`config.mk`:
```
export PLATFORM = sky130hd
export DESIGN_NAME = wb_master_ctrl
export DESIGN_NICKNAME = d
export VERILOG_FILES = /design/src/rtl/wb_master_ctrl_pkg.sv /design/src/rtl/wb_timeout_cnt.sv /design/src/rtl/wb_master_ctrl.sv
export SDC_FILE = /design/constraint.sdc
export NUM_CORES = 1
export LEC_CHECK = 0
export ABC_AREA = 1
export CORE_MARGIN = 1
export CORE_UTILIZATION = 23
export CTS_BUF_LIST = sky130_fd_sc_hd__clkbuf_2
export CTS_CLUSTER_DIAMETER = 60
export DETAILED_ROUTE_END_ITERATION = 10
export PLACE_DENSITY_LB_ADDON = 0.25
export SLEW_MARGIN = 10
export SYNTH_ARGS = -nofsm -noshare
export SYNTH_HDL_FRONTEND = slang
export SYNTH_HIERARCHICAL = 1
export SYNTH_SLANG_ARGS = --single-unit
```
`constraint.sdc`:
```
create_clock -name CLK_I -period 4.5 [get_ports CLK_I]
set_input_delay 0.9 -clock CLK_I [delete_from_list [all_inputs] [get_ports CLK_I]]
set_output_delay 0.9 -clock CLK_I [all_outputs]
set_load 0.01 [all_outputs]
```
`src/rtl/wb_master_ctrl_pkg.sv`:
```
// wb_master_ctrl_pkg: state encoding, beat stride and default timeout for the Wishbone initiator
package wb_master_ctrl_pkg;
   typedef enum logic [1:0] {
      ST_IDLE = 2'd0,
      ST_BUS  = 2'd1,
      ST_RESP = 2'd2
   } state_t;

   localparam int WB_BEAT_INC        = 4;
   localparam int TIMEOUT_CYCLES_DEF = 255;

   // writes are always a single beat, reads carry LEN extra beats
   function automatic logic [3:0] beats_left(input logic we, input logic [3:0] len);
      return we ? 4'd0 : len;
   endfunction
endpackage

```
`src/rtl/wb_timeout_cnt.sv`:
```
// wb_timeout_cnt: per-beat ACK watchdog; expired is high on the LIMIT-th cycle of an enabled wait
module wb_timeout_cnt import wb_master_ctrl_pkg::*; #(
   parameter int LIMIT = TIMEOUT_CYCLES_DEF
) (
   input  logic clk,
   input  logic rst,
   input  logic clr,
   input  logic en,
   output logic expired
);
   localparam int CW = $clog2(LIMIT + 1);

   logic [CW-1:0] cnt_q, cnt_d;

   assign expired = en && (cnt_q == CW'(LIMIT - 1));

   // count wait cycles, parking at the limit; clr holds the count at zero outside the wait
   always_comb cnt_d = clr ? '0 : (en && !expired) ? cnt_q + CW'(1) : cnt_q;

   // counter register
   always_ff @(posedge clk or posedge rst)
      if (rst) cnt_q <= '0;
      else     cnt_q <= cnt_d;
endmodule

```
`src/rtl/wb_master_ctrl.sv`:
```
// wb_master_ctrl: Wishbone B4 classic initiator turning single writes / read bursts into CYC/STB cycles.
// Optional ACK watchdog enabled by defining WB_MASTER_TIMEOUT_EN.
module wb_master_ctrl import wb_master_ctrl_pkg::*; #(
   parameter int ADDR_W         = 32,
   parameter int DATA_W         = 32,
   parameter int TIMEOUT_CYCLES = TIMEOUT_CYCLES_DEF
) (
   input  logic                CLK_I,
   input  logic                RST_I,
   input  logic                CMD_VALID,
   output logic                CMD_READY,
   input  logic                CMD_WE,
   input  logic [ADDR_W-1:0]   CMD_ADDR,
   input  logic [DATA_W/8-1:0] CMD_SEL,
   input  logic [DATA_W-1:0]   CMD_DATA,
   input  logic [3:0]          CMD_LEN,
   output logic                RSP_VALID,
   input  logic                RSP_READY,
   output logic [DATA_W-1:0]   RSP_DATA,
   output logic                RSP_ERR,
   output logic                RSP_LAST,
   output logic                CYC_O,
   output logic                STB_O,
   output logic                WE_O,
   output logic [DATA_W/8-1:0] SEL_O,
   output logic [ADDR_W-1:0]   ADR_O,
   output logic [DATA_W-1:0]   DAT_O,
   input  logic                ACK_I,
   input  logic [DATA_W-1:0]   DAT_I
);
   localparam int SEL_W = DATA_W / 8;

   state_t              state_q, state_d;
   logic                cmd_ready_q, cmd_ready_d;
   logic                cyc_q, cyc_d, stb_q, stb_d, we_q, we_d;
   logic                rsp_valid_q, rsp_valid_d, rsp_err_q, rsp_err_d, rsp_last_q, rsp_last_d;
   logic [SEL_W-1:0]    sel_q, sel_d;
   logic [ADDR_W-1:0]   adr_q, adr_d;
   logic [DATA_W-1:0]   dat_q, dat_d, rsp_data_q, rsp_data_d;
   logic [3:0]          left_q, left_d;
   logic                tmo_exp;

   if (TIMEOUT_CYCLES < 1) begin : g_bad_timeout
      $error("TIMEOUT_CYCLES must be at least 1");
   end

`ifdef WB_MASTER_TIMEOUT_EN
   wb_timeout_cnt #(.LIMIT(TIMEOUT_CYCLES)) u_tmo (
      .clk     (CLK_I),
      .rst     (RST_I),
      .clr     (state_q != ST_BUS),
      .en      (state_q == ST_BUS),
      .expired (tmo_exp)
   );
`else
   assign tmo_exp = 1'b0;
`endif

   // next-state and next-output computation for the command/bus/response sequencer
   always_comb begin
      state_d     = state_q;
      cmd_ready_d = cmd_ready_q;
      cyc_d       = cyc_q;
      stb_d       = stb_q;
      we_d        = we_q;
      sel_d       = sel_q;
      adr_d       = adr_q;
      dat_d       = dat_q;
      left_d      = left_q;
      rsp_valid_d = rsp_valid_q;
      rsp_data_d  = rsp_data_q;
      rsp_err_d   = rsp_err_q;
      rsp_last_d  = rsp_last_q;
      case (state_q)
         ST_IDLE: begin
            cmd_ready_d = 1'b1;
            if (CMD_VALID && cmd_ready_q) begin
               state_d     = ST_BUS;
               cmd_ready_d = 1'b0;
               cyc_d       = 1'b1;
               stb_d       = 1'b1;
               we_d        = CMD_WE;
               sel_d       = CMD_SEL;
               adr_d       = CMD_ADDR;
               dat_d       = CMD_DATA;
               left_d      = beats_left(CMD_WE, CMD_LEN);
            end
         end
         ST_BUS: begin
            if (ACK_I) begin
               state_d     = ST_RESP;
               stb_d       = 1'b0;
               cyc_d       = |left_q;
               rsp_valid_d = 1'b1;
               rsp_data_d  = we_q ? '0 : DAT_I;
               rsp_last_d  = ~|left_q;
               rsp_err_d   = 1'b0;
            end else if (tmo_exp) begin
               state_d     = ST_RESP;
               stb_d       = 1'b0;
               cyc_d       = 1'b0;
               left_d      = 4'd0;
               rsp_valid_d = 1'b1;
               rsp_data_d  = '0;
               rsp_last_d  = 1'b1;
               rsp_err_d   = 1'b1;
            end
         end
         ST_RESP: begin
            if (RSP_READY) begin
               rsp_valid_d = 1'b0;
               rsp_data_d  = '0;
               rsp_last_d  = 1'b0;
               rsp_err_d   = 1'b0;
               if (|left_q) begin
                  state_d = ST_BUS;
                  cyc_d   = 1'b1;
                  stb_d   = 1'b1;
                  left_d  = left_q - 4'd1;
                  adr_d   = adr_q + ADDR_W'(WB_BEAT_INC);
               end else begin
                  state_d     = ST_IDLE;
                  cmd_ready_d = 1'b1;
                  we_d        = 1'b0;
               end
            end
         end
         default: state_d = ST_IDLE;
      endcase
   end

   // state and registered outputs; async reset drops the bus cycle immediately
   always_ff @(posedge CLK_I or posedge RST_I)
      if (RST_I) begin
         state_q     <= ST_IDLE;
         cmd_ready_q <= 1'b0;
         cyc_q       <= 1'b0;
         stb_q       <= 1'b0;
         we_q        <= 1'b0;
         sel_q       <= '0;
         adr_q       <= '0;
         dat_q       <= '0;
         left_q      <= 4'd0;
         rsp_valid_q <= 1'b0;
         rsp_data_q  <= '0;
         rsp_err_q   <= 1'b0;
         rsp_last_q  <= 1'b0;
      end else begin
         state_q     <= state_d;
         cmd_ready_q <= cmd_ready_d;
         cyc_q       <= cyc_d;
         stb_q       <= stb_d;
         we_q        <= we_d;
         sel_q       <= sel_d;
         adr_q       <= adr_d;
         dat_q       <= dat_d;
         left_q      <= left_d;
         rsp_valid_q <= rsp_valid_d;
         rsp_data_q  <= rsp_data_d;
         rsp_err_q   <= rsp_err_d;
         rsp_last_q  <= rsp_last_d;
      end

   assign CMD_READY = cmd_ready_q;
   assign CYC_O     = cyc_q;
   assign STB_O     = stb_q;
   assign WE_O      = we_q;
   assign SEL_O     = sel_q;
   assign ADR_O     = adr_q;
   assign DAT_O     = dat_q;
   assign RSP_VALID = rsp_valid_q;
   assign RSP_DATA  = rsp_data_q;
   assign RSP_ERR   = rsp_err_q;
   assign RSP_LAST  = rsp_last_q;
endmodule

```
==> metrics.csv, run 1 <==
metric,value,unit
status,completed,
multi_input_area,2440,um^2
slew_headroom,0.348,
placed_cells,1278,
fin_crit,2.72,ns
synth-simple-area-share,0.288,
synth_seq_cells,112,
fill_cells,2623,
grt_pass1_vias,5378,
finClkSkew,0.0504,ns
numCtsBuffers,9,
worstSkewPairLatency,0.66,ns
min_from,DAT_O[17],
wire_per_inst,14.0,um
top_layer,met4,
synth_compound_area_frac,0.115,
ys_types,34,
grt_max_degree,59,
max_freq,367,MHz
postCtsHoldBufs,0,
criticalPathCategory,reg2out,
synth_edf_count,0,
hold_viol,0,
critPathMaxStageDelay,0.59,ns
hpwlAfterDp,12900,um
dr.pass1.iters,4,
die_h,161,um
grt_overflow,0,
maxCapViolCount,0,
antenna_found_initial,0,
cp-start-kind,register,
root_buffer,clkbuf_2,
setup.worst_path.start,ADR_O[26],
cp_max_fo,7,
period_share,0.605,
synth_area_leaders,"dfrtp_1 (48%), nand2_1 (17%), inv_1 (6.7%), o22ai_2 (6.4%), nor2_1 (6.4%)",
synth-adder-area-share,0.00644,
leakage,3.82,nW
nets,1078,
yosysSeqAreaShare,0.481,
synth_top_flop_cell,dfrtp_1,
die_w,161,um
required,3.60,ns
cp_slowest_cell,clkdlybuf4s50_1,
setup_viol,0,
syn_nets,876,
via_count,5464,
whs_endpoint,DAT_O[17],
postCtsSetupBuffers,0,
rr_endpoint,left_q[0],
power.density,661,nW/um^2
drc_errors,0,
tritoncts,done,
path_cells,clkdlybuf4s50_1,
hold_depth,2,
crit_path_end_kind,output port,
worst_pin_slew,0.978,ns
grt_pass1_wl,29000,um
antenna_left,0,
crit_family,buffers and inverters,
yosys.area.top_type,dfrtp_1,
fin_setup_tns,0,ns
grtUsageTotal,0.141,
r2r.worst_path.cells,7,
coreArea,24600,um^2
cts.sinks,112,
grt_setup_unrepaired,false,
synth_xor_xnor_area_share,0.00752,
ioPinCount,217,
netlist.area_leader.share,0.481,
yosysWarningCount,6,
io_buffers,215,
area_delta_synth_final,43.8,%
synth_area_per_cell,7.64,um^2
critPathBufInv,1,
met3_length,1060,um
start_util,0.237,
route.met2.wl,7950,um
rows,57,
cts_resized,0,
yosysMostFrequentCell,nand2_1,
r2r_start,state_q[1],
synthCells,763,
design.die.area,26000,um^2
drt-initial-drc-count,300,
cp.arrival,1.82,ns
min_path_type,reg2reg,
synthArstFlopShare,1.00,
gp_congestion,0.790,
clockBufferDepth,2,
htreeDepth,3,
drive_gt1_frac,0.0660,
ir_worst_vdd,0.230,mV
stdcell_count,1293,
synthMuxAreaShare,0,
slew_violations,0,
antenna-diode-count,0,
post-route-util,0.341,
worst-r2r-setup-slack,1.82,ns
synth_top_family_by_area,simple AND/OR/NAND/NOR gates,
path_clk_slew,0.34,ns
wirelength,18000,um
synthTopCellsByCount,"nand2_1 (265), dfrtp_1 (112), inv_1 (104)",
routedLengthMet1,8740,um
synth_area,5830,um^2
post_drt_via_cell_ratio,4.23,
register_area,2800,um^2
where the power goes:
| part | total [W] | internal [W] | leakage (nW) | switching [W] |
|---|---|---|---|---|
| clock | 0.000501 | 0.000129 | 0.0683 | 0.000372 |
| sequential | 0.00194 | 0.00150 | 1.39 | 0.000442 |
| combinational | 0.00310 | 0.00146 | 2.36 | 0.00164 |
| total | 0.00554 | 0.00308 | 3.82 | 0.00245 |
through the flow:
step | hold slack, ns | worst slack [ns] | cell area, um^2 | power, W
after CTS | 0.528 | 1.70 | 8380 | 0.00563
after global placement | 0.462 | 1.61 | 8270 | 0.00507
after detailed placement | 0.464 | 1.57 | 8270 | 0.00511
final | 0.521 | 1.78 | 8380 | 0.00554
after global routing | 0.544 | 1.52 | 8380 | 0.00604
after floorplan | 0.508 | 0.641 | 5830 | 0.00366
kinds of logic (layout without fill, tap and decap cells):
kind of cell / Yosys count / after routing
DFF: 112 / 112
buffers and inverters: 139 / 345
and+or+nand+nor: 420 / 420
other: 1 / 1
AOI/OAI and AO/OA: 83 / 83
adders and majority gates: 3 / 3
xor gates and xnor gates: 5 / 5
cell usage in the layout (no fill, tap or decap), types with 9 or more instances in the layout:
master / n
nand2_1: 265
o21ai_0: 23
nand3_1: 41
inv_1: 103
dfrtp_1: 112
clkdlybuf4s50_1: 215
o21ai_1: 10
o22ai_2: 30
clkbuf_2: 9
nor2_1: 99
metal layers:
layer,vias to the layer above,track usage
li1,2758,-
met1,2521,0.194
met2,170,0.220
met3,15,0.0282
met4,0,0.0480
met5,-,0
sequential cells by signal, indices dropped and copies added, names as in the netlist, 2 cells and up:
register and count:
RSP_DATA 32, left_q 4, ADR_O 32, SEL_O 4, DAT_O 32, state_q 2
how the worst max path moves through the flow:
stage,slack (ns),endpoint,depth (start not counted)
2_1_floorplan,0.64,ADR_O[0],1
3_3_place_gp,1.61,ADR_O[4],9
3_5_place_dp,1.57,ADR_O[9],9
4_1_cts,1.70,ADR_O[26],1
5_1_grt,1.52,WE_O,7
6_report,1.78,ADR_O[26],1
area by class of cell:
type | count | share of cell area
repair buffers | 220 | 0.263
flip-flops and latches | 112 | 0.334
clock buffers | 9 | 0.00537
multi-input cells | 512 | 0.291
clock inverters | 6 | 0.00821
inverters | 110 | 0.0496
well taps | 324 | 0.0484
Power figures use the tool's default switching activity.
==> inputs of run 2 (changes only) <==
==> constraint.sdc (replaced) <==
create_clock -name CLK_I -period 2.47 [get_ports CLK_I]
set_input_delay 0.494 -clock CLK_I [delete_from_list [all_inputs] [get_ports CLK_I]]
set_output_delay 0.494 -clock CLK_I [all_outputs]
set_load 0.01 [all_outputs]
==> metrics.csv, run 2 (synthesized netlist as in run 1, its figures left out) <==
metric,value,unit
post_drt_via_cell_ratio,4.18,
path_cells,clkdlybuf4s50_1,
status,completed,
wirelength,17500,um
wire_per_inst,13.5,um
nets,1082,
fin_crit,2.26,ns
grt_pass1_wl,27700,um
required,1.98,ns
worst_pin_slew,0.966,ns
area_delta_synth_final,44.8,%
htreeDepth,3,
grt_max_degree,113,
dr.pass1.iters,4,
postCtsHoldBufs,0,
critPathBufInv,1,
worstSkewPairLatency,0.62,ns
tritoncts,done,
hold_viol,0,
place_area,8340,um^2
leakage,3.84,nW
p_sw_frac,0.442,
antenna_found_initial,1,
criticalPathCategory,reg2out,
crit_path_end_kind,output port,
finClkSkew,0.0210,ns
min_path_type,in2async,
antenna_left,0,
power.share.combinational,0.576,
hpwlAfterDp,12400,um
fin_area,8440,um^2
ioPinCount,217,
maxCapViolCount,0,
grt_pass1_vias,5142,
start_util,0.237,
power.density,1200,nW/um^2
max_freq,443,MHz
crit_family,buffers and inverters,
gp_congestion,0.791,
design.die.area,26000,um^2
critPathMaxStageDelay,0.59,ns
mostFrequentLayoutCells,"nand2_1 (265), clkdlybuf4s50_1 (215), dfrtp_1 (112), inv_1 (103), nor2_1 (99)",
ir_worst_vdd,0.497,mV
slew_violations,0,
cp_slowest_cell,clkdlybuf4s50_1,
drc_errors,0,
coreArea,24600,um^2
clock_power_share,0.080,
die_w,161,um
antenna-diode-count,0,
grt_overflow,0,
cp.arrival,1.76,ns
cts.sinks,112,
grtUsageTotal,0.135,
fin_setup_tns,0,ns
setup_viol,0,
cts_resized,0,
post-route-util,0.343,
rows,57,
root_buffer,clkbuf_2,
grt_setup_unrepaired,false,
cp_max_fo,7,
drive_gt1_frac,0.0708,
p_int,0.00564,W
via_count,5429,
drt-initial-drc-count,258,
p_seq_frac,0.344,
numCtsBuffers,9,
cp-start-kind,register,
clockBufferDepth,2,
final_common_cell,nand2_1,
whs,0.352,ns
power.net_switching,0.00446,W
period_share,0.913,
path_clk_slew,0.32,ns
io_buffers,215,
die_h,161,um
postCtsSetupBuffers,0,
slew_headroom,0.356,
## run 2: through the flow
stage               worst slack [ns]  power, W  instances
floorplan                      0.619   0.00666        763
global placement               0.290   0.00938       1282
finish                         0.214    0.0101       1298
detailed placement             0.233   0.00945       1282
global route                  0.0130    0.0110       1298
CTS                           0.0872    0.0103       1298
## run 2: power groups by stage
| stage | clock [W] | combinational (W) | sequential (W) |
|---|---|---|---|
| 3_3_place_gp | 0 | 0.00584 | 0.00353 |
| 2_1_floorplan | 0 | 0.00289 | 0.00377 |
| 3_5_place_dp | 0 | 0.00593 | 0.00352 |
| 6_report | 0.000808 | 0.00582 | 0.00347 |
| 5_1_grt | 0.000951 | 0.00643 | 0.00362 |
| 4_1_cts | 0.000888 | 0.00594 | 0.00349 |
## run 2: layout make-up
cell class              count  area, um^2
fillers                  2643       16200
flip-flops and latches    112        2800
multi-input cells         512        2440
repair buffers            224        2270
inverters                 110         417
well taps                 324         405
clock inverters             7        56.3
clock buffers               9        45.0
## run 2: final timing paths
kind / start / endpoint / depth (start not counted) / slack [ns]
min reg2reg: DAT_O[3] / DAT_O[3] / 2 / 0.52
max: ADR_O[26] / ADR_O[26] / 1 / 0.21
min in group CLK_I: CMD_DATA[13] / DAT_O[13] / 3 / 0.36
max reg2reg: ADR_O[3] / ADR_O[28] / 10 / 0.55
min: RST_I / RSP_DATA[30] / 3 / 0.35
max in group asynchronous: RST_I / ADR_O[27] / 3 / 1.64
## run 2: routing by layer
metal  vias to the layer above  GRT usage  routed length (um)
met5                         -          0                   0
li1                       2760          -                   -
met2                       152      0.214                7930
met1                      2507      0.183                8410
met4                         0     0.0266                 144
met3                        10     0.0380                 985
==> inputs of run 3 (changes only) <==
--- a/config.mk
+++ b/config.mk
@@ -6,9 +6,8 @@
 export NUM_CORES = 1
 export LEC_CHECK = 0
 export ABC_AREA = 1
-export CORE_MARGIN = 1
 export CORE_UTILIZATION = 23
-export CTS_BUF_LIST = sky130_fd_sc_hd__clkbuf_2
+export CTS_BUF_LIST = sky130_fd_sc_hd__clkbuf_8 sky130_fd_sc_hd__clkbuf_16
 export CTS_CLUSTER_DIAMETER = 60
 export DETAILED_ROUTE_END_ITERATION = 10
 export PLACE_DENSITY_LB_ADDON = 0.25
==> metrics.csv, run 3 (synthesized netlist as in run 1, its figures left out) <==
metric,value,unit
antenna-diode-count,0,
cp_slowest_cell,clkdlybuf4s50_1,
drive_gt1_frac,0.0708,
gp_congestion,0.791,
slew_headroom,0.355,
ioPinCount,217,
die_h,161,um
rows,57,
antenna_found_initial,1,
postCtsSetupBuffers,0,
power.density,1240,nW/um^2
crit_path_end_kind,output port,
ir_worst_vdd,0.509,mV
grt_setup_unrepaired,false,
place_area,8340,um^2
crit_family,buffers and inverters,
io_buffers,215,
nets,1082,
whs,0.480,ns
required,1.98,ns
critPathBufInv,1,
worst_pin_slew,0.967,ns
final_common_cell,nand2_1,
antenna_left,0,
start_util,0.237,
htreeDepth,3,
grt_pass1_vias,5162,
wire_per_inst,13.4,um
drt-initial-drc-count,238,
hold_viol,0,
cts.sinks,112,
status,completed,
mostFrequentLayoutCells,"nand2_1 (265), clkdlybuf4s50_1 (215), dfrtp_1 (112), inv_1 (103), nor2_1 (99)",
design.die.area,26000,um^2
hpwlAfterDp,12400,um
coreArea,24600,um^2
die_w,161,um
cp_max_fo,7,
clockBufferDepth,2,
tritoncts,done,
root_buffer,clkbuf_16,
maxCapViolCount,0,
cts_resized,0,
grt_overflow,0,
min_path_type,reg2reg,
dr.pass1.iters,4,
worstSkewPairLatency,0.35,ns
criticalPathCategory,reg2out,
setup_viol,0,
numCtsBuffers,9,
grtUsageTotal,0.135,
grt_pass1_wl,27800,um
via_count,5403,
postCtsHoldBufs,0,
period_share,0.782,
cp-start-kind,register,
path_cells,clkdlybuf4s50_1,
fin_area,8620,um^2
area_delta_synth_final,47.9,%
leakage,3.91,nW
max_freq,518,MHz
cp.arrival,1.44,ns
fin_setup_tns,0,ns
drc_errors,0,
place_ws,0.233,ns
post_drt_via_cell_ratio,4.16,
p_total,0.0107,W
wirelength,17400,um
fin_crit,1.93,ns
slew_violations,0,
finClkSkew,0.00855,ns
grt_max_degree,113,
path_clk_slew,0.08,ns
finalWorstSetupSlack,0.539,ns
critPathMaxStageDelay,0.59,ns
## run 3: worst reg2reg max path: stages (launching register included)
cell	delay [ns]
dfrtp_1	0.41
ha_1	0.22
nand2_1	0.08
nor2_1	0.16
nand2_1	0.19
nor2_1	0.40
nand2_1	0.10
nand2_1	0.07
nand3_1	0.07
nand2_1	0.08
nand2_1	0.04
## run 3: metrics by stage
stage / std cells / utilization
3_5_place_dp: 1282 / 0.339
3_3_place_gp: 1282 / 0.339
2_1_floorplan: 763 / -
5_1_grt: 1298 / 0.350
6_report: 1298 / 0.350
4_1_cts: 1298 / 0.350
## run 3: cell type report
class,instances,area (um^2)
Clock buffer,9,225
Multi-Input combinational cell,512,2440
Clock inverter,7,56.3
Sequential cell,112,2800
Timing Repair Buffer,224,2270
Tap cell,324,405
Fill cell,2630,16000
Inverter,110,417
## run 3: path summary, 6_finish.rpt
kind / startpoint / to / slack (ns) / cells after the start
setup / recovery: ADR_O[26] / ADR_O[26] / 0.54 / 1
hold / removal: DAT_O[3] / DAT_O[3] / 0.48 / 2
setup reg to reg: ADR_O[3] / ADR_O[28] / 0.55 / 10
hold reg to reg: DAT_O[3] / DAT_O[3] / 0.48 / 2
max in group asynchronous: RST_I / ADR_O[27] / 1.28 / 3
min in group asynchronous: RST_I / RSP_DATA[30] / 0.67 / 3
## run 3: layer usage
layer,GRT usage,share of wire,vias up
li1,-,-,2765
met1,0.183,0.49,2486
met2,0.215,0.45,140
met3,0.0326,0.051,12
met4,0.0304,0.010,0
met5,0,0,-
## run 3: report_power, final
group	total (W)	switching [W]	internal, W	leakage [nW]
sequential	0.00349	0.000741	0.00275	1.39
clock	0.00142	0.000725	0.000695	0.130
combinational	0.00582	0.00305	0.00277	2.39
